**src/rtl/irq_or_collector.sv**
```systemverilog
// Collects N asynchronous interrupt lines into sticky pending bits, then masks and OR-reduces
// them into one registered IRQ with a registered lowest-index-first IRQ_ID.
module irq_or_collector #(
  parameter int unsigned N_SRC       = 8,
  parameter int unsigned SYNC_STAGES = 2,
  localparam int unsigned ID_W       = $clog2(N_SRC)
) (
  input  logic             CLK,
  input  logic             R,
  input  logic [N_SRC-1:0] SRC,
  input  logic [N_SRC-1:0] EDGE_SEL,
  input  logic [N_SRC-1:0] MASK,
  input  logic [N_SRC-1:0] CLR,
  input  logic             IRQ_ACK,
  output logic [N_SRC-1:0] PEND,
  output logic             IRQ,
  output logic [ID_W-1:0]  IRQ_ID
);

  logic [N_SRC-1:0] sync_q [SYNC_STAGES];
  logic [N_SRC-1:0] prev_q;
  logic [N_SRC-1:0] pend_q, pend_d;
  logic             irq_q, irq_d;
  logic [ID_W-1:0]  irq_id_q, irq_id_d;

  logic [N_SRC-1:0] sync_s;
  logic [N_SRC-1:0] set_vec;
  logic [N_SRC-1:0] clr_vec;
  logic [N_SRC-1:0] active;

  assign sync_s = sync_q[SYNC_STAGES-1];

  always_ff @(posedge CLK or negedge R) begin
    if (!R) begin
      for (int k = 0; k < int'(SYNC_STAGES); k++) begin
        sync_q[k] <= '0;
      end
    end else begin
      sync_q[0] <= SRC;
      for (int k = 1; k < int'(SYNC_STAGES); k++) begin
        sync_q[k] <= sync_q[k-1];
      end
    end
  end

  // prev_q clears on reset, so a line already high at release is seen as a rising edge.
  always_ff @(posedge CLK or negedge R) begin
    if (!R) begin
      prev_q <= '0;
    end else begin
      prev_q <= sync_s;
    end
  end

  // An ack retires only the index the core saw, and only while IRQ is actually raised.
  always_comb begin
    set_vec = sync_s & ~prev_q;
    clr_vec = '0;
    for (int i = 0; i < int'(N_SRC); i++) begin
      clr_vec[i] = CLR[i] | (IRQ_ACK & irq_q & (irq_id_q == ID_W'(i)));
    end
  end

  always_comb begin
    pend_d = '0;
    for (int i = 0; i < int'(N_SRC); i++) begin
      if (EDGE_SEL[i]) begin
        pend_d[i] = set_vec[i] | (pend_q[i] & ~clr_vec[i]);
      end else begin
        pend_d[i] = sync_s[i];
      end
    end
  end

  always_comb begin
    active   = pend_q & MASK;
    irq_d    = |active;
    irq_id_d = '0;
    for (int i = int'(N_SRC) - 1; i >= 0; i--) begin
      if (active[i]) begin
        irq_id_d = ID_W'(i);
      end
    end
  end

  always_ff @(posedge CLK or negedge R) begin
    if (!R) begin
      pend_q   <= '0;
      irq_q    <= 1'b0;
      irq_id_q <= '0;
    end else begin
      pend_q   <= pend_d;
      irq_q    <= irq_d;
      irq_id_q <= irq_id_d;
    end
  end

  assign PEND   = pend_q;
  assign IRQ    = irq_q;
  assign IRQ_ID = irq_id_q;

endmodule

```
**config.mk**
```make
export PLATFORM = sky130hd
export DESIGN_NAME = irq_or_collector
export DESIGN_NICKNAME = d
export VERILOG_FILES = /design/src/rtl/irq_or_collector.sv
export SDC_FILE = /design/constraint.sdc
export NUM_CORES = 1
export LEC_CHECK = 0
export CORE_UTILIZATION = 53
export CTS_CLUSTER_SIZE = 24
export DETAILED_ROUTE_END_ITERATION = 10
export DONT_BUFFER_PORTS = 1
export PLACE_DENSITY_LB_ADDON = 0.3
export SKIP_CTS_REPAIR_TIMING = 1
export SLEW_MARGIN = 25
export SYNTH_ARGS = -nofsm -noshare
export SYNTH_HDL_FRONTEND = slang
export SYNTH_SLANG_ARGS = --single-unit
```
**constraint.sdc**
```tcl
create_clock -name CLK -period 1.1 [get_ports CLK]
set_input_delay 0.22 -clock CLK [delete_from_list [all_inputs] [get_ports CLK]]
set_output_delay 0.22 -clock CLK [all_outputs]
set_load 0.02 [all_outputs]
```
== Word-level counts from Yosys, hierarchy flattened ==
Index checks and enable logic that the tools add are counted.

* Register bits after elaboration: 36
* Latch bits: 0
* Memory bits (writable): 0
* Memory bits (read-only): 0
* Bits of input ports: 35
* Logic and storage cells: 75
* Memories kept: 0

* $add $sub $neg: 0
* Multiply operators: 0
* Divide/modulo/power cells: 0
* Magnitude comparators: 0
* Eq/ne operators: 7
* Shifts and indexed selects: 0
* Muxes and demuxes: 16
* Bitwise gates (word level): 44
* Reduce and logical (&&, ||, !) cells: 2

{| class="wikitable"
|+ Operators by type and width
! cell !! count
|-
| $mux W3 || 8
|-
| $and A1 B1 Y1 || 17
|-
| $and A8 B8 Y8 || 2
|-
| $or A1 B1 Y1 || 16
|-
| $eq A3 B3 Y1 const B || 4
|-
| $mux W1 || 8
|-
| $not A1 Y1 || 8
|-
| $not A8 Y8 || 1
|-
| $reduce_or A8 Y1 || 1
|-
| $eq A3 B2 Y1 const B || 2
|-
| $eq A3 B1 Y1 const B || 1
|-
| $logic_not A3 Y1 || 1
|}

== Depth between registers and ports, before layout ==
Gate-level depths: netlist (run 1).

* Depth after elaboration: 9
* Gate-level depth with buffers: 3
* Depth with buffers taken out: 3

== Worst setup path after synthesis (run 1) ==
OpenSTA, ideal clock, no wires.

* Kind: reg2reg
* Start: reg pend_q[7], in the netlist PEND[7]
* End: reg irq_id_q[1], in the netlist IRQ_ID[1]
* Data arrival time: 1024 ps
* Data required time: 964 ps
* Setup slack: -60 ps
* Cell stages (with the launch flop): 4
* Buffers on the path: 0
* Clock period less this slack: 1160 ps
* Cells stage by stage: dfrtp_1 -> a22o_2 -> a221oi_2 -> a221oi_2

* Longest elaborated chain between the ends: 9

{| class="wikitable"
|+ RTL lines
! element !! RTL line !! RTL
|-
| start: declaration || 22 || <nowiki>logic [N_SRC-1:0] pend_q, pend_d;</nowiki>
|-
| start signal: assignment || 92 || <nowiki>pend_q <= pend_d;</nowiki>
|-
| $and A8 B8 Y8 || 76 || <nowiki>active = pend_q & MASK;</nowiki>
|-
| $mux W3 (8 in series) || 80 || <nowiki>if (active[i]) begin</nowiki>
|-
| net irq_id_d[1] || 24 || <nowiki>logic [ID_W-1:0] irq_id_q, irq_id_d;</nowiki>
|-
| end signal: assignment || 94 || <nowiki>irq_id_q <= irq_id_d;</nowiki>
|-
| end: declaration || 24 ||
|}

The timed path passes the listed nets, and every way through them passes these cells.

== Final worst setup path (run 1) ==
* Start: reg pend_q[0], in the netlist PEND[0]
* End: reg irq_id_q[2], in the netlist IRQ_ID[2]

* Longest elaborated chain between the ends: 2

{| class="wikitable"
|+ RTL lines
! element !! RTL line
|-
| $and A8 B8 Y8 || 76
|-
| $mux W3 || 80
|-
| net irq_id_d[2] || 24
|}

The timed path passes the listed nets, and every way through them passes these cells.

==> qor.yml, run 1 <==
global_routing:
  grt_usage: 0.213
  antenna_found_initial: 0
  grt_max_degree: 37
  grt_pass1_wl_um: 3690
  grt_pass1_vias: 828
  overflow: 0
route:
  drcViolationCount: 0
  routedWlPerCell_um: 15.4
  ant_nets: 0
  drtIter0Drc: 13
  drt-total-wl_um: 2650
  vias_per_cell: 5.39
  vias: 927
  dr.pass1.iters: 4
hold_path:
  worstHoldStart: "EDGE_SEL[2]"
  hold_depth: 2
  whs_endpoint: "PEND[2]$_DFF_PN0_"
  hold_path_class: "in2reg"
setup_path:
  start_kind: "register"
  timing.rr.end: "IRQ_ID[2]$_DFF_PN0_"
  arrival_ps: 1440
  crit_type: "reg2reg"
  end_kind: "register"
  path_max_fanout: 4
  reg2reg_slack_ps: -70
  rr_startpoint: "PEND[0]$_DFF_PN0_"
  critPathRequiredTime_ps: 1370
  rr_worst_depth: 3
clocking:
  clock_path_buffers: 2
  clock_latency_ps: 340
  cts_made_buffers: 5
  clockRootBuffer: "clkbuf_4"
  h-tree-depth: 2
  clk_pin_slew_ps: 110
  tritoncts: "built"
  cts.sinks: 36
floorplanning:
  start_util: 0.562
  fp.dieW_um: 50.4
  rows: 17
  core_area_sq_mm: 0.00221
  die_h_um: 50.4
  dieArea_sq_mm: 0.00254
  ios: 47
yosys:
  synth_top_family_by_area: "simple AND/OR/NAND/NOR gates"
  ys_types: 16
  yosysWarnings: 0
  yosysTopAreaCell: "dfrtp_1"
  synth.ff_latch_count: 36
  synth_mux_area_frac: 0
  netlist_instances: 100
  ys_top_cells_by_count: "dfrtp_1 (36), nand2_1 (31), o31ai_1 (8), nor2_1 (7)"
  synth_top_cell_area_share: 0.725
  synthAdderAreaFrac: 0
  synthTopCellsByArea: "dfrtp_1 (73%), nand2_1 (9.4%), o31ai_1 (4.8%), a221oi_2 (2.4%), nor2_1 (2.1%)"
  yosysMostFrequentCell: "dfrtp_1"
  yosysSeqAreaShare: 0.725
  synth_edf_count: 0
  syn-cell-area_sq_mm: 0.00124
  synth-main-ff-cell: "dfrtp_1"
  synth_nets: 135
  async_reset_ff_frac: 1.00
  synthSimpleGateAreaFrac: 0.164
  syn_avg_cell_area_sq_um: 12.4
  synth_compound_area_frac: 0.111
  synth-xor-area-share: 0
sta:
  fin_ws_ps: -72.9
  fin_worst_skew_ps: 12.8
  period_share: 1.07
  tightest_slew_ps: 390
  fin_setup_tns_ps: -438
  slew_violations: 0
  setup_violations: 15
  min_period_ps: 1170
  rsz0062_at_grt: "true"
  worst_slew_margin_rel: 0.740
  fmax_mhz: 853
  finalHoldViolations: 0
  hold_slack_ps: 1.36
finish:
  nNetsFinal: 178
  multiInputGateArea_sq_um: 364
  final_cell_area_sq_mm: 0.00174
  nFillCells: 144
  regArea_sq_um: 906
  area.growth.synth_to_final_pct: 39.9
  layout-drive-gt1-share: 0.222
  antennaDiodeCount: 0
power_and_ir_drop:
  power_density_mw_per_mm2: 1530
  intPower_mw: 1.96
  power_leakage_nw: 0.777
  ir_worst_vdd_mv: 1.27
  switchingPower_mw: 0.695
  clkPwrFrac: 0.274
  switching_share: 0.262
  sequentialPowerShare: 0.555
  comb_power_share: 0.170
placed_design:
  place_hpwl_um: 1720
  place.gp.congestion: 0.776
  io_buffers: 0
  dpl-instance-area_sq_mm: 0.00138
job:
  cap_violations: 0
outcome:
  status: "finished, violations left"
  violations: "setup timing"
per-layer routing:
layer	share of wire	wire length, um	GRT usage
met2	0.50	1330	0.311
met1	0.40	1070	0.243
met5	0	0	0
met4	0.012	32	0.0972
met3	0.085	226	0.139
cell usage in the layout, fill, tap and decap left out, drive strengths merged, types with 2 or more instances in the layout:
cell type	n
a221oi	2
a22oi	2
a32oi	2
buf	16
clkbuf	8
dfrtp	36
dlygate4sd3	20
nand2	31
nand2b	2
nand3	2
nor2	7
nor3	2
o31ai	8
final cells by class:
| class | count | share of cell area |
|---|---|---|
| repair buffers | 36 | 0.215 |
| clock buffers | 8 | 0.0338 |
| flip-flops and latches | 36 | 0.521 |
| well taps | 28 | 0.0202 |
| multi-input cells | 64 | 0.210 |
power by group through the flow:
stage          Combinational (mW)  Sequential, mW  Clock, mW
6_report                    0.452            1.47      0.727
5_1_grt                     0.487            1.48      0.798
4_1_cts                     0.288            1.48      0.741
3_5_place_dp                0.287            1.50          0
3_3_place_gp                0.279            1.49          0
2_1_floorplan               0.122            1.55          0
flip-flops by register name (all words and copies together) (netlist names):
name and count:
sync_q 8, IRQ_ID 3, PEND 8, IRQ 1
sync_s 8, prev_q 8
kinds of logic (layout without fill, tap and decap cells):
logic type	Yosys count	after routing
flip-flops	36	36
AND/OR/NAND/NOR	48	48
AO/OA/AOI/OAI	16	16
buffers and inverters	0	44
through the flow:
step / cells / worst slack, ps / util / power (mW)
floorplan: 100 / -24.7 / - / 1.67
global placement: 140 / 43.5 / 0.624 / 1.77
detailed placement: 140 / 21.4 / 0.624 / 1.79
CTS: 148 / -114 / 0.651 / 2.50
global route: 172 / -157 / 0.786 / 2.77
finish: 172 / -72.9 / 0.786 / 2.65
worst max-delay path, stage by stage, from the launching register on:
cell,delay [ps]
dfrtp_1,440
a22oi_1,380
nand3_1,150
nor2_1,130
worst max path at each step:
stage / start / to / slack (ps) / cells after the start
global route: PEND[0]$_DFF_PN0_ / IRQ_ID[2]$_DFF_PN0_ / -160 / 3
floorplan: PEND[7]$_DFF_PN0_ / IRQ_ID[1]$_DFF_PN0_ / -20 / 3
CTS: IRQ_ID[1]$_DFF_PN0_ / IRQ_ID[1] / -110 / 1
finish: PEND[0]$_DFF_PN0_ / IRQ_ID[2]$_DFF_PN0_ / -70 / 3
global placement: PEND[7]$_DFF_PN0_ / IRQ_ID[1]$_DFF_PN0_ / 40 / 3
detailed placement: PEND[7]$_DFF_PN0_ / IRQ_ID[1]$_DFF_PN0_ / 20 / 3
Power figures use the tool's default switching activity.
==> inputs of run 2 (changes only) <==
SKIP_LAST_GASP = 1   (was default)
==> qor.yml, run 2 (synthesis results as in run 1) <==
finish:
  nNetsFinal: 178  # unchanged
  final_common_cell: "dfrtp_1"
  antennaDiodeCount: 0  # unchanged
  regArea_sq_um: 906  # unchanged
  final_cell_area_sq_mm: 0.00174  # unchanged
  multiInputGateArea_sq_um: 364  # unchanged
  mostFrequentLayoutCells: "dfrtp_1 (32), nand2_1 (31), dlygate4sd3_1 (20)"
  area.growth.synth_to_final_pct: 39.9  # unchanged
  nFillCells: 144  # unchanged
  layout-drive-gt1-share: 0.222  # unchanged
floorplanning:
  ios: 47  # unchanged
  die_h_um: 50.4  # unchanged
  core_area_sq_mm: 0.00221  # unchanged
  rows: 17  # unchanged
  start_util: 0.562  # unchanged
  fp.dieW_um: 50.4  # unchanged
  dieArea_sq_mm: 0.00254  # unchanged
placed_design:
  place_hpwl_um: 1720  # unchanged
  io_buffers: 0  # unchanged
  dp_slack_ps: 21.4  # unchanged
  place.gp.congestion: 0.776  # unchanged
  dpl-instance-area_sq_mm: 0.00138  # unchanged
hold_path:
  hold_depth: 2  # unchanged
  whs_endpoint: "PEND[2]$_DFF_PN0_"
  worstHoldStart: "EDGE_SEL[2]"
  hold_path_class: "in2reg"
outcome:
  status: "finished, violations left"
  violations: "setup timing"
setup_path:
  slowest_delay_ps: 440  # about the same
  rr_startpoint: "PEND[0]$_DFF_PN0_"
  critPathRequiredTime_ps: 1370  # about the same
  reg2reg_slack_ps: -70  # about the same
  crit_type: "reg2reg"
  timing.rr.end: "IRQ_ID[2]$_DFF_PN0_"
  rr_worst_depth: 3  # unchanged
  cp_cell_sequence: "a22oi_1 -> nand3_1 -> nor2_1"
  crit_path_top_delay_cell: "dfrtp_1"
  end_kind: "register"
  arrival_ps: 1440  # about the same
  start_kind: "register"
  path_max_fanout: 4  # unchanged
power_and_ir_drop:
  intPower_mw: 1.96  # unchanged
  switchingPower_mw: 0.695  # unchanged
  ir_worst_vdd_mv: 1.27  # unchanged
  power_leakage_nw: 0.777  # unchanged
  power_density_mw_per_mm2: 1530  # unchanged
  switching_share: 0.262  # unchanged
  comb_power_share: 0.170  # about the same
  clkPwrFrac: 0.274  # about the same
  sequentialPowerShare: 0.555  # about the same
clocking:
  h-tree-depth: 2  # unchanged
  clockRootBuffer: "clkbuf_4"
  cts_made_buffers: 5  # unchanged
  clock_latency_ps: 340  # about the same
  clk_pin_slew_ps: 110  # about the same
  cts.sinks: 36  # unchanged
  clock_path_buffers: 2  # unchanged
  tritoncts: "built"
route:
  drtIter0Drc: 13  # unchanged
  drcViolationCount: 0  # unchanged
  vias: 927  # unchanged
  routedWlPerCell_um: 15.4  # unchanged
  dr.pass1.iters: 4  # unchanged
  ant_nets: 0  # unchanged
  drt-total-wl_um: 2650  # unchanged
  vias_per_cell: 5.39  # unchanged
sta:
  setup_violations: 15  # unchanged
  min_period_ps: 1170  # unchanged
  fin_worst_skew_ps: 12.8  # unchanged
  slew_violations: 0  # unchanged
  period_share: 1.07  # unchanged
  fmax_mhz: 853  # unchanged
  tightest_slew_ps: 390  # unchanged
  worst_slew_margin_rel: 0.740  # unchanged
  fin_ws_ps: -72.9  # unchanged
  rsz0062_at_grt: "true"
  finalHoldViolations: 0  # unchanged
global_routing:
  antenna_found_initial: 0  # unchanged
  overflow: 0  # unchanged
  grt_max_degree: 37  # unchanged
  grt_pass1_vias: 828  # unchanged
  grt_usage: 0.213  # unchanged
  grt_pass1_wl_um: 3690  # unchanged
job:
  cap_violations: 0  # unchanged
## run 2: cell counts in the layout (fill, tap and decap cells not counted)
No cell type changed its count.
## run 2: metrics by stage
stage	utilization	setup TNS [ps]	power, mW	instances	hold WS [ps]
after floorplan	-	-24.7	1.67	100	-75.6
after global placement	0.624	0	1.77	140	-74.9
after detailed placement	0.624	0	1.79	140	-75.1
after CTS	0.651	-709	2.50	148	-450
after global routing	0.786	-1180	2.77	172	1.52
final	0.786	-438	2.65	172	1.36
## run 2: worst max-delay path by stage
stage                             start             endpoint  slack (ps)  depth (start not counted)
floorplan             PEND[7]$_DFF_PN0_  IRQ_ID[1]$_DFF_PN0_         -20                          3
global placement      PEND[7]$_DFF_PN0_  IRQ_ID[1]$_DFF_PN0_          40                          3
detailed placement    PEND[7]$_DFF_PN0_  IRQ_ID[1]$_DFF_PN0_          20                          3
CTS                 IRQ_ID[1]$_DFF_PN0_            IRQ_ID[1]        -110                          1
global route          PEND[0]$_DFF_PN0_  IRQ_ID[2]$_DFF_PN0_        -160                          3
finish                PEND[0]$_DFF_PN0_  IRQ_ID[2]$_DFF_PN0_         -70                          3
## run 2: worst max-delay path: cells and delay by family (launching register included)
kind / cells / cell delay [ps]
AO/OA/AOI/OAI: 1 / 380
flip-flops: 1 / 440
AND/OR/NAND/NOR: 2 / 280
## run 2: cell type report
cell class	instances	area share
clock buffer	8	0.0338
multi-input combinational	64	0.210
timing repair buffer	36	0.215
tap	28	0.0202
sequential	36	0.521
## run 2: power by group through the flow
stage / combinational [mW] / sequential [mW] / clock, mW
detailed placement: 0.287 / 1.50 / 0
finish: 0.452 / 1.47 / 0.727
CTS: 0.288 / 1.48 / 0.741
global route: 0.487 / 1.48 / 0.798
global placement: 0.279 / 1.49 / 0
floorplan: 0.122 / 1.55 / 0
## run 2: layer usage
metal / vias to the layer above / wire, um / track usage
met5: - / 0 / 0
met4: 0 / 32 / 0.0972
met3: 6 / 226 / 0.139
met2: 40 / 1330 / 0.311
met1: 446 / 1070 / 0.243
li1: 435 / - / -
